--- src/rtl/pipe_seq_ctrl_pkg.sv ---
// Shared encodings for the pipeline sequencer: FSM states and the MIPS opcodes
// that the load-use compare needs.
package pipe_pkg;

  typedef enum logic [1:0] {
    RUN      = 2'd0,
    MEM_WAIT = 2'd1,
    MD_WAIT  = 2'd2
  } state_t;

  localparam logic [5:0] OP_LW    = 6'b100011;
  localparam logic [5:0] OP_SW    = 6'b101011;
  localparam logic [5:0] OP_BEQ   = 6'b000100;
  localparam logic [5:0] OP_BNE   = 6'b000101;
  localparam logic [5:0] OP_RTYPE = 6'b000000;

endpackage

--- src/rtl/pipe_seq_ctrl_if.sv ---
// Pipeline-side signal bundle of the sequencer. stall_cnt exists only when
// PIPE_STALL_CNT_EN is defined.
interface pipe_seq_ctrl_if
`ifdef PIPE_STALL_CNT_EN
  #(parameter int CNT_W = 16)
`endif
  ;
  logic [31:0] id_inst;
  logic [4:0]  id_ex_rd;
  logic        id_ex_memread;
  logic        ex_branch_taken;
  logic        ex_md_req;
  logic        md_done;
  logic        mem_req;
  logic        mem_ready;

  logic        pc_en;
  logic        if_id_en;
  logic        id_ex_en;
  logic        ex_mem_en;
  logic        mem_wb_en;
  logic        if_id_flush;
  logic        id_ex_bubble;
  logic        ex_mem_bubble;
  logic        md_start;
  logic        md_timeout;
  logic [1:0]  state_o;
`ifdef PIPE_STALL_CNT_EN
  logic [CNT_W-1:0] stall_cnt;
`endif

  modport slave (
    input  id_inst, id_ex_rd, id_ex_memread, ex_branch_taken,
           ex_md_req, md_done, mem_req, mem_ready,
    output pc_en, if_id_en, id_ex_en, ex_mem_en, mem_wb_en,
           if_id_flush, id_ex_bubble, ex_mem_bubble,
           md_start, md_timeout, state_o
`ifdef PIPE_STALL_CNT_EN
    , output stall_cnt
`endif
  );

  modport master (
    output id_inst, id_ex_rd, id_ex_memread, ex_branch_taken,
           ex_md_req, md_done, mem_req, mem_ready,
    input  pc_en, if_id_en, id_ex_en, ex_mem_en, mem_wb_en,
           if_id_flush, id_ex_bubble, ex_mem_bubble,
           md_start, md_timeout, state_o
`ifdef PIPE_STALL_CNT_EN
    , input stall_cnt
`endif
  );

endinterface

--- src/rtl/pipe_seq_ctrl_luh_detect.sv ---
// Combinational load-use hazard compare between the load in ID/EX and the
// source registers of the instruction in IF/ID.
module luh_detect
  import pipe_pkg::*;
(
  input  logic [5:0] opcode,
  input  logic [4:0] rs,
  input  logic [4:0] rt,
  input  logic [4:0] id_ex_rd,
  input  logic       id_ex_memread,
  output logic       luh
);

  logic rt_used;

  // rt is a source only for R-type, beq, bne and sw; elsewhere it is a destination
  assign rt_used = (opcode == OP_RTYPE) || (opcode == OP_BEQ) ||
                   (opcode == OP_BNE)   || (opcode == OP_SW);

  assign luh = id_ex_memread && (id_ex_rd != 5'd0) &&
               ((id_ex_rd == rs) || ((id_ex_rd == rt) && rt_used));

endmodule

--- src/rtl/pipe_seq_ctrl.sv ---
// Pipeline sequencer: stage enables, flushes and bubbles from memory wait,
// mult/div, taken branch and load-use. Optional stall counter: PIPE_STALL_CNT_EN.
module pipe_seq_ctrl
  import pipe_pkg::*;
#(
  parameter int MD_MAX_CYCLES = 64
`ifdef PIPE_STALL_CNT_EN
  , parameter int CNT_W = 16
`endif
) (
  input  logic            clk,
  input  logic            rst_n,
  pipe_seq_ctrl_if.slave  bus
);

  localparam logic [7:0] MD_MAX = 8'(MD_MAX_CYCLES);

  state_t     state_reg, state_next;
  logic [7:0] md_cnt_reg, md_cnt_next, md_inc;
  logic       md_start_reg, md_timeout_reg, md_timeout_next;
  logic       md_issued_reg, md_issued_next;
  logic       done_pend_reg, done_pend_next;
  logic       start_now, mem_stall, luh, use_run;
  logic       pc_en, if_id_en, id_ex_en, ex_mem_en, mem_wb_en;
  logic       if_id_flush, id_ex_bubble, ex_mem_bubble;

  luh_detect u_luh (
    .opcode        (bus.id_inst[31:26]),
    .rs            (bus.id_inst[25:21]),
    .rt            (bus.id_inst[20:16]),
    .id_ex_rd      (bus.id_ex_rd),
    .id_ex_memread (bus.id_ex_memread),
    .luh           (luh)
  );

  assign mem_stall = bus.mem_req && !bus.mem_ready;
  assign md_inc    = (md_cnt_reg == 8'hff) ? md_cnt_reg : md_cnt_reg + 8'd1;

  always_comb begin
    state_next      = state_reg;
    md_cnt_next     = md_cnt_reg;
    md_timeout_next = md_timeout_reg;
    done_pend_next  = done_pend_reg;
    start_now       = 1'b0;
    use_run         = 1'b0;
    pc_en = 1'b0; if_id_en = 1'b0; id_ex_en = 1'b0; ex_mem_en = 1'b0; mem_wb_en = 1'b0;
    if_id_flush = 1'b0; id_ex_bubble = 1'b0; ex_mem_bubble = 1'b0;

    case (state_reg)
      RUN:      use_run = 1'b1;
      MEM_WAIT: use_run = bus.mem_ready;
      MD_WAIT: begin
        if (mem_stall) begin
          // a done pulse during an overlaid memory stall must not be lost
          if (bus.md_done) done_pend_next = 1'b1;
        end else if (bus.md_done || done_pend_reg) begin
          {pc_en, if_id_en, id_ex_en, ex_mem_en, mem_wb_en} = 5'b11111;
          state_next     = RUN;
          md_cnt_next    = 8'd0;
          done_pend_next = 1'b0;
        end else begin
          ex_mem_en     = 1'b1;
          ex_mem_bubble = 1'b1;
          mem_wb_en     = 1'b1;
          md_cnt_next   = md_inc;
          if (md_inc >= MD_MAX) md_timeout_next = 1'b1;
        end
      end
      default: state_next = RUN;
    endcase

    if (use_run) begin
      state_next = RUN;
      if (mem_stall) begin
        state_next = MEM_WAIT;
      end else if (bus.ex_md_req && !md_issued_reg) begin
        ex_mem_en     = 1'b1;
        ex_mem_bubble = 1'b1;
        mem_wb_en     = 1'b1;
        start_now     = 1'b1;
        md_cnt_next   = 8'd0;
        state_next    = MD_WAIT;
      end else if (bus.ex_branch_taken) begin
        {pc_en, if_id_en, id_ex_en, ex_mem_en, mem_wb_en} = 5'b11111;
        if_id_flush  = 1'b1;
        id_ex_bubble = 1'b1;
      end else if (luh) begin
        {id_ex_en, ex_mem_en, mem_wb_en} = 3'b111;
        id_ex_bubble = 1'b1;
      end else begin
        {pc_en, if_id_en, id_ex_en, ex_mem_en, mem_wb_en} = 5'b11111;
      end
    end

    // re-arm only once the mult/div instruction has really left EX
    md_issued_next = md_issued_reg;
    if (start_now)                     md_issued_next = 1'b1;
    else if (ex_mem_en && !ex_mem_bubble) md_issued_next = 1'b0;
  end

  always_ff @(posedge clk or negedge rst_n) begin
    if (!rst_n) begin
      state_reg      <= RUN;
      md_cnt_reg     <= 8'd0;
      md_start_reg   <= 1'b0;
      md_timeout_reg <= 1'b0;
      md_issued_reg  <= 1'b0;
      done_pend_reg  <= 1'b0;
    end else begin
      state_reg      <= state_next;
      md_cnt_reg     <= md_cnt_next;
      md_start_reg   <= start_now;
      md_timeout_reg <= md_timeout_next;
      md_issued_reg  <= md_issued_next;
      done_pend_reg  <= done_pend_next;
    end
  end

  assign bus.pc_en         = pc_en && rst_n;
  assign bus.if_id_en      = if_id_en && rst_n;
  assign bus.id_ex_en      = id_ex_en && rst_n;
  assign bus.ex_mem_en     = ex_mem_en && rst_n;
  assign bus.mem_wb_en     = mem_wb_en && rst_n;
  assign bus.if_id_flush   = if_id_flush && rst_n;
  assign bus.id_ex_bubble  = id_ex_bubble && rst_n;
  assign bus.ex_mem_bubble = ex_mem_bubble && rst_n;
  assign bus.md_start      = md_start_reg;
  assign bus.md_timeout    = md_timeout_reg;
  assign bus.state_o       = state_reg;

`ifdef PIPE_STALL_CNT_EN
  logic [CNT_W-1:0] stall_cnt_reg;

  always_ff @(posedge clk or negedge rst_n) begin
    if (!rst_n)
      stall_cnt_reg <= '0;
    else if (!pc_en && (stall_cnt_reg != {CNT_W{1'b1}}))
      stall_cnt_reg <= stall_cnt_reg + 1'b1;
  end

  assign bus.stall_cnt = stall_cnt_reg;
`endif

endmodule
--- src/flat_wrapper.sv ---
// flat-port wrapper written by rule: the top's interface ports become plain ports
module pipe_seq_ctrl_flat import pipe_pkg::*;
#(
  parameter int MD_MAX_CYCLES = 64

)
  (clk, rst_n, bus_id_inst, bus_id_ex_rd, bus_id_ex_memread, bus_ex_branch_taken, bus_ex_md_req, bus_md_done, bus_mem_req, bus_mem_ready, bus_pc_en, bus_if_id_en, bus_id_ex_en, bus_ex_mem_en, bus_mem_wb_en, bus_if_id_flush, bus_id_ex_bubble, bus_ex_mem_bubble, bus_md_start, bus_md_timeout, bus_state_o);
  pipe_seq_ctrl_if bus_i ();
  input  logic clk;
  input  logic rst_n;
  input wire logic [$bits(bus_i.id_inst)-1:0] bus_id_inst;
  input wire logic [$bits(bus_i.id_ex_rd)-1:0] bus_id_ex_rd;
  input wire logic [$bits(bus_i.id_ex_memread)-1:0] bus_id_ex_memread;
  input wire logic [$bits(bus_i.ex_branch_taken)-1:0] bus_ex_branch_taken;
  input wire logic [$bits(bus_i.ex_md_req)-1:0] bus_ex_md_req;
  input wire logic [$bits(bus_i.md_done)-1:0] bus_md_done;
  input wire logic [$bits(bus_i.mem_req)-1:0] bus_mem_req;
  input wire logic [$bits(bus_i.mem_ready)-1:0] bus_mem_ready;
  output wire logic [$bits(bus_i.pc_en)-1:0] bus_pc_en;
  output wire logic [$bits(bus_i.if_id_en)-1:0] bus_if_id_en;
  output wire logic [$bits(bus_i.id_ex_en)-1:0] bus_id_ex_en;
  output wire logic [$bits(bus_i.ex_mem_en)-1:0] bus_ex_mem_en;
  output wire logic [$bits(bus_i.mem_wb_en)-1:0] bus_mem_wb_en;
  output wire logic [$bits(bus_i.if_id_flush)-1:0] bus_if_id_flush;
  output wire logic [$bits(bus_i.id_ex_bubble)-1:0] bus_id_ex_bubble;
  output wire logic [$bits(bus_i.ex_mem_bubble)-1:0] bus_ex_mem_bubble;
  output wire logic [$bits(bus_i.md_start)-1:0] bus_md_start;
  output wire logic [$bits(bus_i.md_timeout)-1:0] bus_md_timeout;
  output wire logic [$bits(bus_i.state_o)-1:0] bus_state_o;
  assign bus_i.id_inst = bus_id_inst;
  assign bus_i.id_ex_rd = bus_id_ex_rd;
  assign bus_i.id_ex_memread = bus_id_ex_memread;
  assign bus_i.ex_branch_taken = bus_ex_branch_taken;
  assign bus_i.ex_md_req = bus_ex_md_req;
  assign bus_i.md_done = bus_md_done;
  assign bus_i.mem_req = bus_mem_req;
  assign bus_i.mem_ready = bus_mem_ready;
  assign bus_pc_en = bus_i.pc_en;
  assign bus_if_id_en = bus_i.if_id_en;
  assign bus_id_ex_en = bus_i.id_ex_en;
  assign bus_ex_mem_en = bus_i.ex_mem_en;
  assign bus_mem_wb_en = bus_i.mem_wb_en;
  assign bus_if_id_flush = bus_i.if_id_flush;
  assign bus_id_ex_bubble = bus_i.id_ex_bubble;
  assign bus_ex_mem_bubble = bus_i.ex_mem_bubble;
  assign bus_md_start = bus_i.md_start;
  assign bus_md_timeout = bus_i.md_timeout;
  assign bus_state_o = bus_i.state_o;
  pipe_seq_ctrl #(.MD_MAX_CYCLES(MD_MAX_CYCLES)) u_core (.clk(clk), .rst_n(rst_n), .bus(bus_i));
endmodule
--- config.mk ---
export PLATFORM = sky130hd
export DESIGN_NAME = pipe_seq_ctrl_flat
export DESIGN_NICKNAME = d
export VERILOG_FILES = /design/src/rtl/pipe_seq_ctrl_pkg.sv /design/src/rtl/pipe_seq_ctrl_if.sv /design/src/rtl/pipe_seq_ctrl_luh_detect.sv /design/src/rtl/pipe_seq_ctrl.sv /design/src/flat_wrapper.sv
export SDC_FILE = /design/constraint.sdc
export NUM_CORES = 1
export LEC_CHECK = 0
export ABC_AREA = 1
export CAP_MARGIN = 40
export CORE_MARGIN = 4
export CORE_UTILIZATION = 42
export DETAILED_ROUTE_END_ITERATION = 10
export PLACE_DENSITY = 0.91
export SYNTH_ARGS = -nofsm -noshare
export SYNTH_HDL_FRONTEND = slang
export SYNTH_SLANG_ARGS = --single-unit
--- constraint.sdc ---
create_clock -name clk -period 3.46 [get_ports clk]
set_input_delay 0.519 -clock clk [delete_from_list [all_inputs] [get_ports clk]]
set_output_delay 0.519 -clock clk [all_outputs]
set_load 0.1 [all_outputs]
==> impl_metrics.yaml <==
finish:
  layout_commonest_cell: "nand2_1"
  instances_no_fill: 233
  final_util_pct: 69.0
  largest_reg_flops: 8
  final_nets: 250
  layout-drive-gt1-share_pct: 17.7
  antenna_cells: 0
  final_cell_mix: "35 x nand2_1, 32 x clkdlybuf4s50_1, 23 x inv_1"
  area_growth_pct: 57.0
route:
  drcViolationCount: 0
  ant_nets: 0
  drtPass1Iterations: 4
  wl_microns: 2820
  num_vias: 1147
  drt-wirelength-per-cell_microns: 12.1
  vias_per_cell: 4.92
  drt_iter0_drc: 43
die:
  die-area_sq_um: 3470
  core_area_sq_um: 2480
  io_pins: 57
  start_util_pct: 43.9
  num_rows: 18
  die_h_microns: 58.9
  fp.dieW_microns: 58.9
yosys:
  seq_area_frac_synth_pct: 32.2
  synth_area_per_cell_sq_um: 6.98
  ys_warn_count: 0
  ys.flop_type: "dfrtp_1"
  synth.distinct_cells: 28
  netlist_top_cells_area: "dfrtp_1 32%, nand2_1 12%, inv_1 7.9%"
  async_reset_ff_share_pct: 100
  synthDominantCellAreaShare_pct: 32.2
  ys_seq_elements: 14
  synth-edff-count: 0
  syn_area_sq_um: 1090
  synth_area_leader_cell: "dfrtp_1"
  syn_inst: 156
  synth.net_count: 202
critical_path:
  critPathLaunchType: "input port"
  r2r-start: "u_core.md_cnt_reg[0]$_DFF_PN0_"
  crit_top_cell: "inv_1"
  cp_cell_sequence: "clkdlybuf4s50_1 > inv_1 > nand2_1 > nand2_4 > nor2_1 > inv_1 > o21ai_4 > nand2_1 > inv_1 > buf_12"
  r2r_setup_slack_ps: 1920
  cp_num_buf_inv: 5
  crit_arrival_ps: 2150
  rr_endpoint: "u_core.md_cnt_reg[3]$_DFF_PN0_"
  max_stage_delay_ps: 450
  rr_worst_depth: 10
  path_class: "input port to output port"
  cp_max_fo: 8
  critPathCaptureType: "output port"
  cp_slowest_cell: "clkdlybuf4s50_1"
  critPathRequiredTime_ps: 2940
  cp_top_family: "buffers and inverters"
pwr:
  peakVddDrop_uv: 434
  p_total_mw: 0.987
  leakage_nw: 0.818
  p_per_area_nw_per_um2: 577
job:
  maxCapViolations: 0
timing:
  setup_viol: 0
  fmax_ghz: 0.375
  slew_violations: 0
  setup_slack_ps: 796
  post-route-period-util_pct: 77.0
  skew_ps: 0.837
  slew_headroom_pct: 78.5
  worst_slew_pin_slew_ps: 320
  setup_tns_ps: 0
  hold_violations: 0
  rsz0062_at_grt: "false"
  period_needed_ps: 2660
hold_path:
  hold_depth: 1
  hold_path_class: "flip-flop to flip-flop"
  hold_end: "u_core.bus.state_o[0]$_DFFE_PN0P_"
  min_from: "u_core.bus.state_o[1]$_DFFE_PN0P_"
grt:
  grt-ovfl-total: 0
  grt_usage_pct: 17.4
  grt_max_degree: 11
  grt_pass1_wl_microns: 4720
  antenna_found_initial: 0
  grt_pass1_vias: 1158
placed_design:
  gp_congestion: 0.865
  port_buffers: 40
  post-dp-hpwl_microns: 2400
  dpl_worst_slack_ps: 784
  place_inst: 229
clocking:
  htree_levels: 1
  cts_made_buffers: 3
  cts.repair.resized: 0
  holdBufCountCts: 0
  root_buffer: "clkbuf_4"
  clk_latency_ps: 280
  post-cts-setup-buffers: 0
  clockBufferDepth: 2
  cts.sinks: 14
  cts_tree: "yes"
  path_clk_slew_ps: 80
run_status:
  status: "finished clean"
-- report_power, final --
| part | switching (mW) | internal [mW] | leakage, nW |
|---|---|---|---|
| logic | 0.429 | 0.225 | 0.608 |
| clock network | 0.0538 | 0.0641 | 0.0210 |
| registers | 0.0209 | 0.194 | 0.190 |
| total | 0.503 | 0.483 | 0.818 |
-- worst reg2reg max path, cell delays in order (launching register included) --
cell      delay [ps]
dfrtp_1          420
ha_1             230
nand2_2          110
nor2_4            60
nand2_4           80
clkinv_4          60
nand3_4           80
nand2_4           70
o21ai_0          160
clkinv_1         100
nor2_2           110
-- worst max path at each step --
stage	slack, ps	cells past startpoint	start	end
6_report	800	10	bus_mem_ready	bus_pc_en
5_1_grt	670	12	bus_mem_ready	bus_pc_en
4_1_cts	780	10	bus_mem_ready	bus_pc_en
3_5_place_dp	780	10	bus_mem_ready	bus_pc_en
3_3_place_gp	820	10	bus_mem_ready	bus_if_id_en
2_1_floorplan	-360	9	u_core.bus.state_o[1]$_DFFE_PN0P_	bus_pc_en
-- cell families after synthesis --
logic type	count (synthesis)	share of synthesized area, %
flops	14	32.2
fa+ha+maj	1	1.15
compound gates	20	10.2
buf+inv	30	11.6
simple gates	81	36.8
xor+xnor	10	8.05
-- layout make-up --
| type | count | area, sq um |
|---|---|---|
| clock buffer | 4 | 36.3 |
| fill | 214 | 768 |
| inverter | 28 | 111 |
| multi-input combinational | 112 | 626 |
| sequential | 14 | 350 |
| tap | 30 | 37.5 |
| timing repair buffer | 45 | 548 |
-- layer usage --
layer	global-route usage (%)	part of all wire, %	vias to the layer above
li1	-	-	576
met1	19.5	42	520
met5	0	0	-
met4	7.44	1.7	0
met3	2.85	8.7	5
met2	32.0	48	46
-- per-stage QoR --
| step | instance area [sq um] | hold slack (ps) |
|---|---|---|
| final | 1710 | 444 |
| after global routing | 1710 | 470 |
| after CTS | 1710 | 451 |
| after detailed placement | 1670 | 437 |
| after global placement | 1610 | 441 |
| after floorplan | 1100 | 223 |
-- Yosys cell counts (2+ instances only) --
library cell,n
dfrtp_1,14
inv_2,2
nand2_4,3
nor2_4,3
nor2_1,20
xor2_1,6
xnor2_1,4
nand2_2,2
nand3_1,12
a21oi_1,6
nor2_2,2
o21ai_0,8
buf_4,2
nand2_1,35
a31oi_1,2
inv_1,23
(Power assumes the default switching activity.)
